==> src/rtl/mc_controller.sv <==
// Main control FSM for the multicycle MIPS datapath, with ready-handshaked memory and a wait watchdog.
// Optional build macro MC_ILLEGAL_TRAP_EN: unknown opcodes lock the FSM in TRAP until reset.
module mc_controller #(
    parameter int unsigned WAIT_LIMIT = 15
) (
    input  logic       clk,
    input  logic       reset,
    input  logic [5:0] op,
    input  logic       zero,
    input  logic       memready,
    output logic       memread,
    output logic       memwrite,
    output logic       irwrite,
    output logic       regwrite,
    output logic       iord,
    output logic       memtoreg,
    output logic       regdst,
    output logic       alusrca,
    output logic [1:0] alusrcb,
    output logic [1:0] pcsrc,
    output logic [1:0] aluop,
    output logic       pcen,
    output logic       timeout,
    output logic [3:0] state
);

    localparam int unsigned CNT_W = (WAIT_LIMIT > 0) ? $clog2(WAIT_LIMIT + 1) : 1;

    localparam logic [5:0] OP_RTYPE = 6'b000000;
    localparam logic [5:0] OP_J     = 6'b000010;
    localparam logic [5:0] OP_BEQ   = 6'b000100;
    localparam logic [5:0] OP_BNE   = 6'b000101;
    localparam logic [5:0] OP_ADDI  = 6'b001000;
    localparam logic [5:0] OP_ANDI  = 6'b001100;
    localparam logic [5:0] OP_LW    = 6'b100011;
    localparam logic [5:0] OP_SW    = 6'b101011;

    typedef enum logic [3:0] {
        FETCH   = 4'd0,
        DECODE  = 4'd1,
        MEMADR  = 4'd2,
        MEMRD   = 4'd3,
        MEMWB   = 4'd4,
        MEMWR   = 4'd5,
        RTYPEEX = 4'd6,
        RTYPEWB = 4'd7,
        BEQEX   = 4'd8,
        ADDIEX  = 4'd9,
        ADDIWB  = 4'd10,
        JEX     = 4'd11,
        ANDIEX  = 4'd12,
        ANDIWB  = 4'd13,
        BNEEX   = 4'd14,
        TRAP    = 4'd15
    } state_t;

    state_t state_q, state_d;
    logic   pcwrite;
    logic   waiting;

    // State register
    always_ff @(posedge clk or negedge reset) begin
        if (!reset) state_q <= FETCH;
        else        state_q <= state_d;
    end

    assign state = state_q;

    // Cycles spent stalled on a memory handshake
    assign waiting = reset && !memready &&
                     (state_q == FETCH || state_q == MEMRD || state_q == MEMWR);

    // Next state and Moore decode; memory-gated enables and pcen depend on inputs
    always_comb begin
        state_d  = state_q;
        memread  = 1'b0;
        memwrite = 1'b0;
        irwrite  = 1'b0;
        regwrite = 1'b0;
        iord     = 1'b0;
        memtoreg = 1'b0;
        regdst   = 1'b0;
        alusrca  = 1'b0;
        alusrcb  = 2'b00;
        pcsrc    = 2'b00;
        aluop    = 2'b00;
        pcwrite  = 1'b0;
        pcen     = 1'b0;

        case (state_q)
            FETCH: begin
                memread = 1'b1;
                alusrcb = 2'b01;
                irwrite = memready;
                pcwrite = memready;
                if (memready) state_d = DECODE;
            end
            DECODE: begin
                alusrcb = 2'b11;
                case (op)
                    OP_LW, OP_SW: state_d = MEMADR;
                    OP_RTYPE:     state_d = RTYPEEX;
                    OP_BEQ:       state_d = BEQEX;
                    OP_BNE:       state_d = BNEEX;
                    OP_ADDI:      state_d = ADDIEX;
                    OP_ANDI:      state_d = ANDIEX;
                    OP_J:         state_d = JEX;
`ifdef MC_ILLEGAL_TRAP_EN
                    default:      state_d = TRAP;
`else
                    default:      state_d = FETCH;
`endif
                endcase
            end
            MEMADR: begin
                alusrca = 1'b1;
                alusrcb = 2'b10;
                state_d = (op == OP_SW) ? MEMWR : MEMRD;
            end
            MEMRD: begin
                iord    = 1'b1;
                memread = 1'b1;
                if (memready) state_d = MEMWB;
            end
            MEMWB: begin
                regwrite = 1'b1;
                memtoreg = 1'b1;
                state_d  = FETCH;
            end
            MEMWR: begin
                iord     = 1'b1;
                memwrite = 1'b1;
                if (memready) state_d = FETCH;
            end
            RTYPEEX: begin
                alusrca = 1'b1;
                aluop   = 2'b10;
                state_d = RTYPEWB;
            end
            RTYPEWB: begin
                regdst   = 1'b1;
                regwrite = 1'b1;
                state_d  = FETCH;
            end
            BEQEX, BNEEX: begin
                alusrca = 1'b1;
                aluop   = 2'b01;
                pcsrc   = 2'b01;
                state_d = FETCH;
            end
            ADDIEX: begin
                alusrca = 1'b1;
                alusrcb = 2'b10;
                state_d = ADDIWB;
            end
            ANDIEX: begin
                alusrca = 1'b1;
                alusrcb = 2'b10;
                aluop   = 2'b11;
                state_d = ANDIWB;
            end
            ADDIWB, ANDIWB: begin
                regwrite = 1'b1;
                state_d  = FETCH;
            end
            JEX: begin
                pcsrc   = 2'b10;
                pcwrite = 1'b1;
                state_d = FETCH;
            end
`ifdef MC_ILLEGAL_TRAP_EN
            default: state_d = TRAP;
`else
            default: state_d = FETCH;
`endif
        endcase

        pcen = pcwrite | ((state_q == BEQEX) & zero) | ((state_q == BNEEX) & ~zero);

        // Asserted reset forces every enable low, even mid-instruction
        if (!reset) begin
            memread  = 1'b0;
            memwrite = 1'b0;
            irwrite  = 1'b0;
            regwrite = 1'b0;
            iord     = 1'b0;
            memtoreg = 1'b0;
            regdst   = 1'b0;
            alusrca  = 1'b0;
            alusrcb  = 2'b00;
            pcsrc    = 2'b00;
            aluop    = 2'b00;
            pcen     = 1'b0;
        end
    end

    generate
        if (WAIT_LIMIT > 0) begin : g_wait
            logic [CNT_W-1:0] wait_cnt;
            logic             hit;

            // Pulse on the WAIT_LIMIT-th consecutive stalled cycle, then restart the count
            assign hit     = waiting && (wait_cnt == CNT_W'(WAIT_LIMIT - 1));
            assign timeout = hit;

            always_ff @(posedge clk or negedge reset) begin
                if (!reset)                wait_cnt <= '0;
                else if (!waiting || hit)  wait_cnt <= '0;
                else                       wait_cnt <= wait_cnt + CNT_W'(1);
            end
        end else begin : g_nowait
            logic unused_waiting;
            assign unused_waiting = waiting;
            assign timeout        = 1'b0;
        end
    endgenerate

endmodule

==> config.mk <==
export PLATFORM = sky130hd
export DESIGN_NAME = mc_controller
export DESIGN_NICKNAME = d
export VERILOG_FILES = /design/src/rtl/mc_controller.sv
export SDC_FILE = /design/constraint.sdc
export NUM_CORES = 1
export LEC_CHECK = 0
export CAP_MARGIN = 20
export CORE_MARGIN = 3
export CORE_UTILIZATION = 49
export CTS_CLUSTER_DIAMETER = 120
export DETAILED_ROUTE_END_ITERATION = 12
export GPL_ROUTABILITY_DRIVEN = 0
export GPL_TIMING_DRIVEN = 0
export PLACE_DENSITY_LB_ADDON = 0.08
export REMOVE_ABC_BUFFERS = 1
export SYNTH_ARGS = -nofsm -noshare
export SYNTH_HDL_FRONTEND = slang
export SYNTH_SLANG_ARGS = --single-unit
==> constraint.sdc <==
create_clock -name clk -period 4.2 [get_ports clk]
set_input_delay 0.84 -clock clk [delete_from_list [all_inputs] [get_ports clk]]
set_output_delay 0.84 -clock clk [all_outputs]
set_load 0.05 [all_outputs]
==> run summary, run 1 <==
HP Class: reg -> reg
F_max: 0.249 GHz
Hold_ws: 482 ps
Status: finished clean
Internal cell power: 0.000270 W
Share of cells above drive strength 1: 8.97%
Hold Fails Final Rpt: 0
Crit path capture type: primary output
Pleak: 0.474 nW
Maximum VDD drop: 0.000268 V
Crit-path max cell delay: 900 ps
Clock Latency Late Sink: 250 ps
Cts bufs inserted: 3
DR vias: 964
Most used DFF post-synth: dfrtp_1
Total routed wirelength: 2160 um
CTS resizes: 0
Post-synth EDFFs: 0
Switching pwr: 0.000343 W
Post-Syn Area per Cell: 7.63 um^2
Power per cell area: 501 nW/um^2
Pins Over Slew Limit: 0
Layout Nets: 159
Worst-margin pin slew: 787 ps
Number of global-route vias before repair: 899
Register area share after synthesis: 21.3%
Reg power frac: 27.4%
GRT Resource Usage Total: 19.0%
Full die area: 2480 um^2
Min Tclk post-route: 4020 ps
RSZ-0062 raised after global routing: false
CTS tree: yes
CP Max Fanout: 20
Overflow left after global routing: 0
Core box area: 1760 um^2
CP Class: in -> out
Die W: 49.8 um
Req. time, crit path: 3360 ps
Starting Density: 53.2%
IO Pins: 30
Hold_buf cts: 0
Antenna violations before repair: 0
Async SR Flop Fraction: 100%
Area Overhead vs Synth: 30.3%
Largest net degree at the start of global routing: 26
Crit-path slowest cell: clkdlybuf4s50_1
CP Data Arrival Time: 3180 ps
Worst path buffer plus inverter count: 2
CTS sink count: 8
Mapped Area: 938 um^2
Non-filler cells, final: 170
I/O Buffers: 29
Die Y: 49.8 um
Critical path's top delay family: buffers and inverters
CTS HTree Levels: 1
Clk buf depth: 2
DRT iter0 DRCs: 19
Final Skew: 4.35 ps
Rows: 15
Critical-path cell list: clkdlybuf4s50_1 -> nand2b_1 -> a2111oi_1 -> clkdlybuf4s50_1
Critical Path Source Type: primary input
Gate power share: 63.5%
Dpl hpwl: 1610 um
Most frequent CP cell: clkdlybuf4s50_1
Synth Register Bits: 8
Max Cap Violations: 0
Final setup vio count: 0
Cell total after placement: 167
Clock Power Share: 9.2%
Synth unique cells: 46
Setup TNS: 0 ps
Crit share post-route: 95.7%
DRT antenna net count: 0
Switch share: 56.0%
YS warnings: 0
Diode count: 0
DR WL/cell: 12.7 um
Pre-antenna DRT Iters: 4
Cells after Synth: 123
Slew HR: 47.5%
CTS Root Cell: clkbuf_4
Reg clk slew, reported paths: 50 ps
DR vias/cell: 5.67
Residual DRC: 0
First-pass GRT wire length: 3840 um
Setup bufs post-CTS: 0
-- placed cells by master, fill, tap and decap left out, types with 2 or more instances in the layout --
| master | n |
|---|---|
| a211oi_2 | 2 |
| dfrtp_1 | 8 |
| nand2b_1 | 5 |
| xor2_1 | 4 |
| and4_1 | 2 |
| nor2b_1 | 3 |
| nor2_1 | 14 |
| ha_1 | 2 |
| and3_1 | 3 |
| inv_1 | 3 |
| o21ai_0 | 6 |
| clkdlybuf4s50_1 | 29 |
| nor3_1 | 3 |
| a21oi_1 | 5 |
| o22ai_1 | 3 |
| o211ai_1 | 2 |
| mux2i_1 | 2 |
| nand2_1 | 14 |
| nor3_2 | 2 |
| nand3_1 | 6 |
| clkbuf_4 | 3 |
| xnor2_1 | 2 |
-- routing by layer --
layer  track usage [%]  share of wire [%]  up-vias
met3              2.72                4.7        2
li1                  -                  -      488
met4              7.37               0.32        0
met2              31.7                 49       28
met1              24.5                 46      446
met5                 0                  0        -
-- power by group through the flow --
| stage | combinational, W | sequential, W | clock, W |
|---|---|---|---|
| after global routing | 0.000419 | 0.000175 | 0.0000639 |
| after global placement | 0.000385 | 0.000166 | 0 |
| final | 0.000389 | 0.000168 | 0.0000560 |
| after floorplan | 0.000242 | 0.000190 | 0 |
| after CTS | 0.000391 | 0.000166 | 0.0000587 |
| after detailed placement | 0.000391 | 0.000168 | 0 |
-- worst paths after layout --
kind / startpoint / to / slack [ps] / depth (start not counted)
max: reset / timeout / 180 / 4
min: g_wait.wait_cnt[0]$_DFF_PN0_ / g_wait.wait_cnt[0]$_DFF_PN0_ / 480 / 1
max reg2reg: state[1]$_DFFE_PN0P_ / state[2]$_DFFE_PN0P_ / 2290 / 5
min reg2reg: g_wait.wait_cnt[0]$_DFF_PN0_ / g_wait.wait_cnt[0]$_DFF_PN0_ / 480 / 1
max in group asynchronous: reset / state[1]$_DFFE_PN0P_ / 2770 / 1
min in group asynchronous: reset / g_wait.wait_cnt[0]$_DFF_PN0_ / 1000 / 1
-- state kept, by name, indices dropped and copies added, names as in the netlist --
signal and cells:
state 4, g_wait.wait_cnt 4
-- per-stage QoR --
step | power, W | instance area (um^2) | setup slack, ps | utilization, %
global placement | 0.000551 | 1200 | 193 | 68.0
floorplan | 0.000432 | 878 | 198 | -
global route | 0.000658 | 1220 | 8.16 | 69.3
CTS | 0.000616 | 1220 | 157 | 69.3
finish | 0.000612 | 1220 | 181 | 69.3
detailed placement | 0.000558 | 1200 | 163 | 68.0
-- final cells by class --
class	instances	area, um^2
fillers	178	542
inverters	3	11.3
repair buffers	29	290
clock buffers	3	22.5
flip-flops and latches	8	200
multi-input cells	102	667
well taps	25	31.3
-- cell usage after synthesis (3+ instances only) --
| library cell | count | area share [%] |
|---|---|---|
| inv_1 | 3 | 1.2 |
| nor3_1 | 3 | 1.6 |
| nand3_1 | 6 | 3.2 |
| nor2b_1 | 3 | 2.0 |
| nand2b_1 | 5 | 3.3 |
| xor2_1 | 4 | 3.7 |
| o21ai_0 | 6 | 3.2 |
| o22ai_1 | 3 | 2.0 |
| and3_1 | 3 | 2.0 |
| buf_2 | 6 | 3.2 |
| nor2_1 | 14 | 5.6 |
| nand2_1 | 14 | 5.6 |
| dfrtp_1 | 8 | 21 |
| a21oi_1 | 5 | 2.7 |
-- logic make-up (layout without fill, tap and decap cells) --
logic type	count (synthesis)	count (layout)	synth area share, %
xor+xnor	6	6	5.60
flops	8	8	21.3
fa+ha+maj	2	2	2.67
buf+inv	13	35	7.60
mux	2	2	2.13
compound gates	29	29	23.5
simple gates	63	63	37.2
(Power assumes the default switching activity.)
==> run 2: changes to the inputs <==
- GPL_ROUTABILITY_DRIVEN: 0 -> 1
- SLEW_MARGIN: unset -> 20
==> results of run 2 <==
Final layout, timing and power as in run 1 (identical DEF).
==> run 3: changes to the inputs <==
- ABC_AREA: unset -> 1
- CORE_UTILIZATION: 49 -> 47
==> run summary, run 3 <==
Status: finished clean
Share of cells above drive strength 1: 14.5% (+5.6 points)
Min Tclk post-route: 3870 ps (-146 ps)
Die Y: 48.2 um (-3.1%)
DRT iter0 DRCs: 16 (-3)
Slew HR: 66.6% (+19 points)
Finished Cell Area: 1180 um^2 (-3.7%)
Final Worst Setup Slack: 326 ps (+146 ps)
I/O Buffers: 29 (unchanged)
Async SR Flop Fraction: 100% (unchanged)
DRT antenna net count: 0 (unchanged)
Final setup vio count: 0 (unchanged)
GRT Resource Usage Total: 17.6% (-1.4 points)
Most used DFF post-synth: dfrtp_1
Cts bufs inserted: 3 (unchanged)
Top cells by count, synth: nand2_1 (34), nor2_1 (25), nand3_1 (18)
Maximum VDD drop: 0.000277 V (+3.4%)
Count leader, synth: nand2_1
Crit path capture type: primary output
Total routed wirelength: 1840 um (-15%)
CP Data Arrival Time: 3030 ps (-150 ps)
First-pass GRT wire length: 2990 um (-22%)
Starting Density: 52.6% (-0.60 points)
Largest cells by area after synthesis: dfrtp_1 (24%), nand2_1 (15%), nor2_1 (11%)
Antenna violations before repair: 0 (unchanged)
Area Overhead vs Synth: 40.4%
CTS HTree Levels: 1 (unchanged)
Synth unique cells: 22 (-52%)
Number of global-route vias before repair: 746 (-17%)
F_max: 0.258 GHz (+3.8%)
CTS sink count: 8 (unchanged)
CTS tree: yes
CTS Root Cell: clkbuf_4
Cells after Synth: 141 (+15%)
Post-synth EDFFs: 0 (unchanged)
Clk buf depth: 2 (unchanged)
Synth Register Bits: 8 (unchanged)
Crit share post-route: 92.2% (-3.5 points)
Worst setup path startpoint: reset
Reg clk slew, reported paths: 50 ps (about the same)
Dpl hpwl: 1590 um (-1.3%)
IO Pins: 30 (unchanged)
Pre-antenna DRT Iters: 4 (unchanged)
Power per cell area: 512 nW/um^2 (+2.2%)
Gpl congestion: 0.841
Final Skew: 1.05 ps (-3.30 ps)
Overflow left after global routing: 0 (unchanged)
Setup TNS: 0 ps (unchanged)
DR vias/cell: 4.67 (-18%)
CP Class: in -> out
Pins Over Slew Limit: 0 (unchanged)
Hold_ws: 491 ps (+9.46 ps)
Layout Nets: 186 (+17%)
Filler cell count: 136 (-24%)
Req. time, crit path: 3360 ps (about the same)
Largest net degree at the start of global routing: 17 (-35%)
Worst-margin pin slew: 500 ps (-288 ps)
Yosys top cell area share: 23.9% (+2.5 points)
Residual DRC: 0 (unchanged)
HP Class: reg -> reg
Clock Latency Late Sink: 240 ps (about the same)
DR vias: 916 (-5.0%)
Cell Area, Placed: 1150 um^2 (-3.8%)
CTS resizes: 0 (unchanged)
Core box area: 1590 um^2 (-9.6%)
Post-Syn Area per Cell: 5.95 um^2 (-22%)
Pleak: 0.586 nW (+24%)
Hold Fails Final Rpt: 0 (unchanged)
Worst hold start: g_wait.wait_cnt[0]$_DFF_PN0_
Diode count: 0 (unchanged)
Largest area contributor in the netlist: dfrtp_1
RSZ-0062 raised after global routing: false
Die W: 48.2 um (-3.1%)
Commonest non-fill, non-tap cell in the layout: nand2_1
YS warnings: 0 (unchanged)
Max Cap Violations: 0 (unchanged)
Rows: 14 (-1)
Most frequent cells in the layout: nand2_1 (34), clkdlybuf4s50_1 (29), nor2_1 (25)
DP Worst Slack: 279 ps (+117 ps)
DR WL/cell: 9.36 um (-26%)
Register area share after synthesis: 23.9% (+2.5 points)
CP Max Fanout: 16 (-20%)
Setup bufs post-CTS: 0 (unchanged)
Reg-to-reg startpoint: state[3]$_DFFE_PN0P_
Critical Path Source Type: primary input
Hold_buf cts: 0 (unchanged)
Mapped Area: 838 um^2 (-11%)
Full die area: 2330 um^2 (-6.1%)
## run 3: cell count changes in the layout (fill, tap and decap cells not counted), moves of 8 or more
cell     change
inv_1       +13
inv_2        +8
nand2_1     +20
nand3_1     +12
nor2_1      +11
nor2_2       +8
## run 3: cells by family after synthesis
group,count (synthesis),share of synthesized area (%)
AOI/OAI and AO/OA,9,6.27
xor gates and xnor gates,2,2.09
adders and majority gates,2,2.98
buffers and inverters,25,11.2
DFF,8,23.9
and+or+nand+nor,95,53.6
## run 3: cell type report
cell class,count,area (um^2),share of cell area (%)
Timing Repair Buffer,29,290,24.7
Clock buffer,3,22.5,1.91
Multi-Input combinational cell,108,544,46.2
Inverter,24,90.1,7.65
Sequential cell,8,200,17.0
Tap cell,24,30.0,2.55
## run 3: power by group
| part | internal, W | total (W) | switching (W) |
|---|---|---|---|
| sequential | 0.0000931 | 0.000117 | 0.0000240 |
| combinational | 0.000135 | 0.000431 | 0.000296 |
| clock | 0.0000324 | 0.0000544 | 0.0000220 |
| total | 0.000261 | 0.000602 | 0.000342 |
## run 3: critical path, cell delays in order
cell             delay [ps]
clkdlybuf4s50_1         760
inv_1                   340
nor3_1                  260
clkdlybuf4s50_1         830
## run 3: metrics by stage
step | util (%) | power, W | instances
2_1_floorplan | - | 0.000431 | 140
3_3_place_gp | 72.4 | 0.000546 | 193
3_5_place_dp | 72.4 | 0.000550 | 193
4_1_cts | 73.9 | 0.000607 | 196
5_1_grt | 73.9 | 0.000647 | 196
6_report | 73.9 | 0.000602 | 196
## run 3: layer usage
layer / track usage [%] / wire [um] / up-vias
met5: 0 / 0 / -
met4: 3.23 / 0 / 0
met3: 2.21 / 69 / 0
met2: 30.2 / 931 / 20
met1: 23.8 / 835 / 391
li1: - / - / 505
## run 3: worst paths after layout
| check | slack, ps | endpoint | cells after the start |
|---|---|---|---|
| max in group asynchronous | 2960 | g_wait.wait_cnt[2]$_DFF_PN0_ | 1 |
| setup / recovery | 330 | memtoreg | 4 |
| hold reg to reg | 490 | g_wait.wait_cnt[0]$_DFF_PN0_ | 1 |
| setup reg to reg | 2850 | state[0]$_DFFE_PN0P_ | 8 |
| min in group asynchronous | 920 | state[2]$_DFFE_PN0P_ | 1 |
| hold / removal | 490 | g_wait.wait_cnt[0]$_DFF_PN0_ | 1 |
